==> src/rtl/multi_panel_display_controller.sv <==
// 640x480@60 VGA controller that splits the screen into N_PANELS horizontal bands.
// Each band shows a status block and a temperature bar, using inputs latched once per frame.
module multi_panel_display_controller #(
  parameter int unsigned N_PANELS     = 4,
  parameter int unsigned TEMP_W       = 10,
  parameter int unsigned DIV_THICK    = 10,
  parameter int unsigned STATUS_W_PX  = 64,
  parameter int unsigned BAR_X0       = 80,
  parameter int unsigned BLINK_FRAMES = 30
) (
  input  logic                         CLOCK_50,
  input  logic                         RESET,
  input  logic [2*N_PANELS-1:0]        PANEL_STATUS,
  input  logic [TEMP_W*N_PANELS-1:0]   PANEL_TEMP,
  output logic                         VGA_CLK,
  output logic                         VGA_HS,
  output logic                         VGA_VS,
  output logic                         VGA_BLANK_N,
  output logic [7:0]                   VGA_R,
  output logic [7:0]                   VGA_G,
  output logic [7:0]                   VGA_B,
  output logic                         FRAME_TICK
);

  localparam int unsigned PanelH = 480 / N_PANELS;
  localparam int unsigned BarMax = 640 - BAR_X0;
  localparam int unsigned FcW    = (BLINK_FRAMES > 1) ? $clog2(BLINK_FRAMES) : 1;

  localparam logic [9:0] HActive   = 10'd640;
  localparam logic [9:0] HSyncLo   = 10'd656;
  localparam logic [9:0] HSyncHi   = 10'd751;
  localparam logic [9:0] HMax      = 10'd799;
  localparam logic [9:0] VActive   = 10'd480;
  localparam logic [9:0] VSyncLo   = 10'd490;
  localparam logic [9:0] VSyncHi   = 10'd491;
  localparam logic [9:0] VMax      = 10'd524;
  localparam logic [9:0] StatusW   = 10'(STATUS_W_PX);
  localparam logic [8:0] RowMax    = 9'(PanelH - 1);
  localparam logic [8:0] DivRow    = 9'(PanelH - DIV_THICK);
  localparam logic [8:0] BarLo     = 9'(PanelH / 4);
  localparam logic [8:0] BarHi     = 9'((3 * PanelH) / 4);
  localparam logic [3:0] PnlN      = 4'(N_PANELS);
  localparam logic [3:0] PnlLast   = 4'(N_PANELS - 1);
  localparam logic [FcW-1:0] FcMax = FcW'(BLINK_FRAMES - 1);

  logic                        pix_en_q, pix_en_d;
  logic [9:0]                  hc_q, hc_d;
  logic [9:0]                  vc_q, vc_d;
  logic [8:0]                  row_q, row_d;
  logic [3:0]                  pnl_q, pnl_d;
  logic [FcW-1:0]              frame_cnt_q, frame_cnt_d;
  logic                        blink_q, blink_d;
  logic                        tick_q, tick_d;
  logic [2*N_PANELS-1:0]       st_sh_q, st_sh_d;
  logic [TEMP_W*N_PANELS-1:0]  tp_sh_q, tp_sh_d;
  logic                        hs_q, hs_d;
  logic                        vs_q, vs_d;
  logic                        blank_n_q, blank_n_d;
  logic [2:0]                  rgb_q, rgb_d;

  logic [1:0]        cur_st;
  logic [TEMP_W-1:0] cur_tp;
  logic [31:0]       bar_len;
  logic [2:0]        pix_rgb;
  logic              snap;

  // Select the shadowed fields of the panel currently being scanned.
  always_comb begin
    cur_st = 2'b00;
    cur_tp = '0;
    for (int i = 0; i < N_PANELS; i++) begin
      if (pnl_q == 4'(i)) begin
        cur_st = st_sh_q[2*i +: 2];
        cur_tp = tp_sh_q[TEMP_W*i +: TEMP_W];
      end
    end
    bar_len = (32'(cur_tp) > BarMax) ? BarMax : 32'(cur_tp);
  end

  always_comb begin
    pix_rgb = 3'b111;
    if (hc_q >= HActive || vc_q >= VActive) begin
      pix_rgb = 3'b000;
    end else if (pnl_q >= PnlN) begin
      pix_rgb = 3'b111;
    end else if (row_q >= DivRow && pnl_q < PnlLast) begin
      pix_rgb = 3'b000;
    end else if (hc_q < StatusW) begin
      unique case (cur_st)
        2'b00:   pix_rgb = 3'b010;
        2'b01:   pix_rgb = 3'b110;
        2'b10:   pix_rgb = blink_q ? 3'b100 : 3'b111;
        default: pix_rgb = 3'b000;
      endcase
    end else if (32'(hc_q) >= BAR_X0 && 32'(hc_q) < BAR_X0 + bar_len &&
                 row_q >= BarLo && row_q < BarHi) begin
      pix_rgb = 3'b001;
    end else begin
      pix_rgb = 3'b111;
    end
  end

  assign snap = pix_en_q && (hc_q == 10'd0) && (vc_q == VActive);

  always_comb begin
    pix_en_d    = ~pix_en_q;
    hc_d        = hc_q;
    vc_d        = vc_q;
    row_d       = row_q;
    pnl_d       = pnl_q;
    frame_cnt_d = frame_cnt_q;
    blink_d     = blink_q;
    tick_d      = 1'b0;
    st_sh_d     = st_sh_q;
    tp_sh_d     = tp_sh_q;
    hs_d        = hs_q;
    vs_d        = vs_q;
    blank_n_d   = blank_n_q;
    rgb_d       = rgb_q;
    if (pix_en_q) begin
      // All video outputs come from the same (hc, vc) so they stay aligned.
      hs_d      = ~(hc_q >= HSyncLo && hc_q <= HSyncHi);
      vs_d      = ~(vc_q >= VSyncLo && vc_q <= VSyncHi);
      blank_n_d = (hc_q < HActive) && (vc_q < VActive);
      rgb_d     = pix_rgb;
      if (hc_q == HMax) begin
        hc_d = 10'd0;
        if (vc_q == VMax) begin
          vc_d  = 10'd0;
          row_d = 9'd0;
          pnl_d = 4'd0;
        end else begin
          vc_d = vc_q + 10'd1;
          if (row_q == RowMax) begin
            row_d = 9'd0;
            pnl_d = pnl_q + 4'd1;
          end else begin
            row_d = row_q + 9'd1;
          end
        end
      end else begin
        hc_d = hc_q + 10'd1;
      end
      if (snap) begin
        st_sh_d = PANEL_STATUS;
        tp_sh_d = PANEL_TEMP;
        tick_d  = 1'b1;
        if (frame_cnt_q == FcMax) begin
          frame_cnt_d = '0;
          blink_d     = ~blink_q;
        end else begin
          frame_cnt_d = frame_cnt_q + 1'b1;
        end
      end
    end
  end

  always_ff @(posedge CLOCK_50 or posedge RESET) begin
    if (RESET) begin
      pix_en_q    <= 1'b0;
      hc_q        <= 10'd0;
      vc_q        <= 10'd0;
      row_q       <= 9'd0;
      pnl_q       <= 4'd0;
      frame_cnt_q <= '0;
      blink_q     <= 1'b0;
      tick_q      <= 1'b0;
      st_sh_q     <= '0;
      tp_sh_q     <= '0;
      hs_q        <= 1'b1;
      vs_q        <= 1'b1;
      blank_n_q   <= 1'b0;
      rgb_q       <= 3'b000;
    end else begin
      pix_en_q    <= pix_en_d;
      hc_q        <= hc_d;
      vc_q        <= vc_d;
      row_q       <= row_d;
      pnl_q       <= pnl_d;
      frame_cnt_q <= frame_cnt_d;
      blink_q     <= blink_d;
      tick_q      <= tick_d;
      st_sh_q     <= st_sh_d;
      tp_sh_q     <= tp_sh_d;
      hs_q        <= hs_d;
      vs_q        <= vs_d;
      blank_n_q   <= blank_n_d;
      rgb_q       <= rgb_d;
    end
  end

  assign VGA_CLK     = pix_en_q;
  assign VGA_HS      = hs_q;
  assign VGA_VS      = vs_q;
  assign VGA_BLANK_N = blank_n_q;
  assign VGA_R       = {8{rgb_q[2]}};
  assign VGA_G       = {8{rgb_q[1]}};
  assign VGA_B       = {8{rgb_q[0]}};
  assign FRAME_TICK  = tick_q;

endmodule

==> config.mk <==
export PLATFORM = sky130hd
export DESIGN_NAME = multi_panel_display_controller
export DESIGN_NICKNAME = d
export VERILOG_FILES = /design/src/rtl/multi_panel_display_controller.sv
export SDC_FILE = /design/constraint.sdc
export NUM_CORES = 1
export LEC_CHECK = 0
export CORE_MARGIN = 4
export CORE_UTILIZATION = 50
export DETAILED_ROUTE_END_ITERATION = 16
export GPL_TIMING_DRIVEN = 0
export PLACE_DENSITY = 0.82
export SYNTH_ARGS = -nofsm -noshare
export SYNTH_HDL_FRONTEND = slang
export SYNTH_SLANG_ARGS = --single-unit
==> constraint.sdc <==
create_clock -name CLOCK_50 -period 3.2 [get_ports CLOCK_50]
set_clock_uncertainty 0.15 [all_clocks]
set_input_delay 0.64 -clock CLOCK_50 [delete_from_list [all_inputs] [get_ports CLOCK_50]]
set_output_delay 0.64 -clock CLOCK_50 [all_outputs]
set_load 0.05 [all_outputs]
==> results of run 1 <==
==> cell families after synthesis <==
family | count (synthesis) | share of synthesized area
buffers and inverters | 65 | 0.0660
adder cells (fa/ha/maj) | 26 | 0.0602
XOR/XNOR | 20 | 0.0324
AO/OA/AOI/OAI | 101 | 0.118
multiplexers | 50 | 0.104
AND/OR/NAND/NOR | 186 | 0.179
flip-flops | 95 | 0.440
==> worst paths after layout <==
check                              endpoint  slack [ns]     start
worst max-delay path               rgb_q[2]       -0.42  pnl_q[1]
worst min-delay path                blink_q        0.34   blink_q
worst max register to register     rgb_q[2]       -0.42  pnl_q[1]
worst min register to register      blink_q        0.34   blink_q
max in group asynchronous       tp_sh_q[24]        1.58     RESET
min in group asynchronous        FRAME_TICK        0.50     RESET
==> final cells by class <==
cell class                      count  area, µm²
Inverter                           17       72.6
Tap cell                          136        170
Multi-Input combinational cell    383       2900
Sequential cell                    95       2380
Timing Repair Buffer              107       1040
Fill cell                         780       3330
Buffer                             45        338
Clock buffer                       13        159
Clock inverter                      3       17.5
==> what timing repair did <==
action | in CTS | in global routing
hold endpoints to repair | 0 | 0
hold buffers | 0 | 0
buffers inserted | 13 | 13
setup endpoints to repair | 2 | 3
cloned | 1 | 0
resized for setup | 60 | 13
pin swaps | 17 | 21
==> cells in the mapped netlist (all sizes together) (6+ instances only) <==
| master | number | share of area |
|---|---|---|
| nor2b | 7 | 0.0081 |
| buf | 29 | 0.041 |
| ha | 26 | 0.060 |
| dfrtp | 93 | 0.43 |
| nand2 | 60 | 0.042 |
| nor2 | 35 | 0.026 |
| nand2b | 6 | 0.0069 |
| xor2 | 7 | 0.011 |
| nand3 | 16 | 0.015 |
| o21ai | 39 | 0.036 |
| nor4 | 8 | 0.012 |
| nand3b | 7 | 0.0097 |
| clkbuf | 19 | 0.013 |
| o211ai | 7 | 0.0097 |
| nor3 | 9 | 0.0083 |
| mux2 | 49 | 0.10 |
| a21oi | 20 | 0.021 |
| xnor2 | 13 | 0.021 |
| nand4 | 14 | 0.016 |
| inv | 17 | 0.012 |
==> layer usage <==
metal  part of all wire  global-route usage  vias up
met2               0.49               0.351      206
met4              0.029              0.0513        0
met5                  0                   0        -
li1                   -                   -     2155
met3              0.067              0.0462       41
met1               0.41               0.271     2264
==> power breakdown <==
group	switching, mW	total, mW	internal, mW
registers	0	1.20	1.20
clock network	0.418	0.742	0.324
logic	0.0341	0.0916	0.0575
==> metrics by stage <==
step | worst slack, ns | instances
final | -0.419 | 799
after global routing | -0.565 | 799
after CTS | -0.0930 | 787
after detailed placement | -0.689 | 759
after global placement | -0.591 | 757
after floorplan | -0.0219 | 543
==> sequential cells by signal, indices dropped and copies added, names as in the netlist <==
signal	cells
VGA_CLK	1
rgb_q	3
pnl_q	4
blink_q	1
st_sh_q	8
hc_q	10
frame_cnt_q	5
FRAME_TICK	1
row_q	9
VGA_VS	1
vc_q	10
VGA_BLANK_N	1
tp_sh_q	40
VGA_HS	1
==> layout by cell type (no fill, tap or decap), types with 3 or more instances in the layout <==
cell type        Yosys  final
clkbuf_8             0     11
o21ai_1              0      3
o21ai_0             39     31
nor3_1               9      8
ha_4                 0      4
a21o_1               3      3
xnor2_1             13     13
o211ai_1             7      7
dfrtp_1             93     91
nand2_1             60     59
nand3_2              0      3
inv_1               17     13
o31ai_1              4      3
nand2b_1             6      6
a21oi_1             19     19
nand3_1             16     13
xor2_1               7      7
and4_1               3      3
nor4_1               7      6
buf_6                2      4
clkdlybuf4s50_1      0     78
mux2_2              49     49
buf_12               0      3
buf_8                0      3
clkbuf_1            19     13
a31oi_1              4      3
nor2_1              34     33
and3_1               5      5
nand4_1             14     14
nor2b_1              7      7
a211oi_1             5      3
buf_4               26     49
o21ai_2              0      3
nand3b_1             7      7
ha_1                26     22
==> results_dict.tcl, run 1 <==
set metrics [dict create \
    status "complete, but fails checks" \
    violations "negative setup slack" \
    clock.fmax_mhz 276 \
    whs_ns 0.337 \
    setup_ws_ns -0.419 \
    slew_headroom 0.378 \
    cts_buffers 9 \
    synth-seq-cells 95 \
    clk_latency_ns 0.37 \
    setup_tns_ns -0.834 \
    fp.dieW_um 112 \
    grt_use_total 0.207 \
    crit_arrival_ns 3.73 \
    grt_pass1_wl_um 21400 \
    hold_depth 1 \
    vias 4666 \
    drv_cap 0 \
    setup.worst_path.end_class "register" \
    tightest_slew_ns 0.927 \
    ios 79 \
    wire_per_inst_um 17.4 \
    cp_data_required_time_ns 3.31 \
    startpoint_type "register" \
    cp_top_family "compound AO/OA/AOI/OAI gates" \
    gp_congestion 0.873 \
    core_area_um2 10400 \
    drv_slew 0 \
    synth.net_count 619 \
    max_stage_delay_ns 0.48 \
    drt-initial-drc-count 273 \
    async_flop_share 1.00 \
    synth-seq-area-share 0.440 \
    syn_area_um2 5400 \
    layout-drive-gt1-share 0.253 \
    r2r_cells 17 \
    grt-ovfl-total 0 \
    worstPathMaxFanout 8 \
    p_leak_nw 3.17 \
    postRouteAntennaNets 0 \
    slowest_stage "dfrtp_2" \
    drc 0 \
    routed_wl_um 13900 \
    vias_per_cell 5.84 \
    cp_cell_sequence "inv_4 -> ha_4 -> clkbuf_16 -> nand2_1 -> o211ai_1 -> o311ai_4 -> o21ai_4 -> buf_4 -> nand2_1 -> a21oi_1 -> ha_1 -> o21ai_0 -> nor2_1 -> nor3_1 -> a32oi_1 -> o21ai_1 -> nand2_1" \
    setup_viol 2 \
    antenna_found_initial 0 \
    synth_cells 543 \
    ir_worst_vdd_v 0.000226 \
    root_buffer "clkbuf_8" \
    cts_tree "yes" \
    die_h_um 112 \
    rsz0062_at_grt "yes" \
    p_per_area_nw_per_um2 287 \
    cts_max_level 3 \
    worst-path-stages 17 \
    crit_top_cell "nand2_1" \
    finalPower_mw 2.03 \
    ys_types 63 \
    yosysWarningCount 0 \
    synth.avg_cell_area_um2 9.95 \
    start_util 0.519 \
    area_growth_pct 31.1 \
    place_area_um2 6410 \
    grt_max_degree 44 \
    path_clk_slew_ns 0.09 \
    antenna_cells 0 \
    fin_nets 734 \
    period_minus_slack_ns 3.62 \
    die-area_um2 12500 \
    critical_path_class "reg2reg" \
    synth_flop_cell "dfrtp_1" \
    cts_max_path_buffers 2 \
    dr.pass1.iters 5 \
    grt_pass1_vias 4444 \
    critPathBufInv 3 \
    numClockSinks 95 \
    fin_area_um2 7090 \
    synth_edf_count 0 \
    port_buffers 78 \
    num_rows 37 \
    final_util 0.680 \
    hold_viol_final 0 \
    fin_crit_sh 1.13 \
    hp-class "reg2reg" \
    dpl.hpwl_um 9320 \
]
(Power assumes the default switching activity.)
==> run 2, diff against run 1 <==
--- a/config.mk
+++ b/config.mk
@@ -7,6 +7,7 @@
 export LEC_CHECK = 0
 export CORE_MARGIN = 4
 export CORE_UTILIZATION = 50
+export CTS_CLUSTER_DIAMETER = 30
 export DETAILED_ROUTE_END_ITERATION = 16
 export GPL_TIMING_DRIVEN = 0
 export PLACE_DENSITY = 0.82
==> results of run 2 <==
No change in the layout: final DEF, timing and power equal those of run 1.
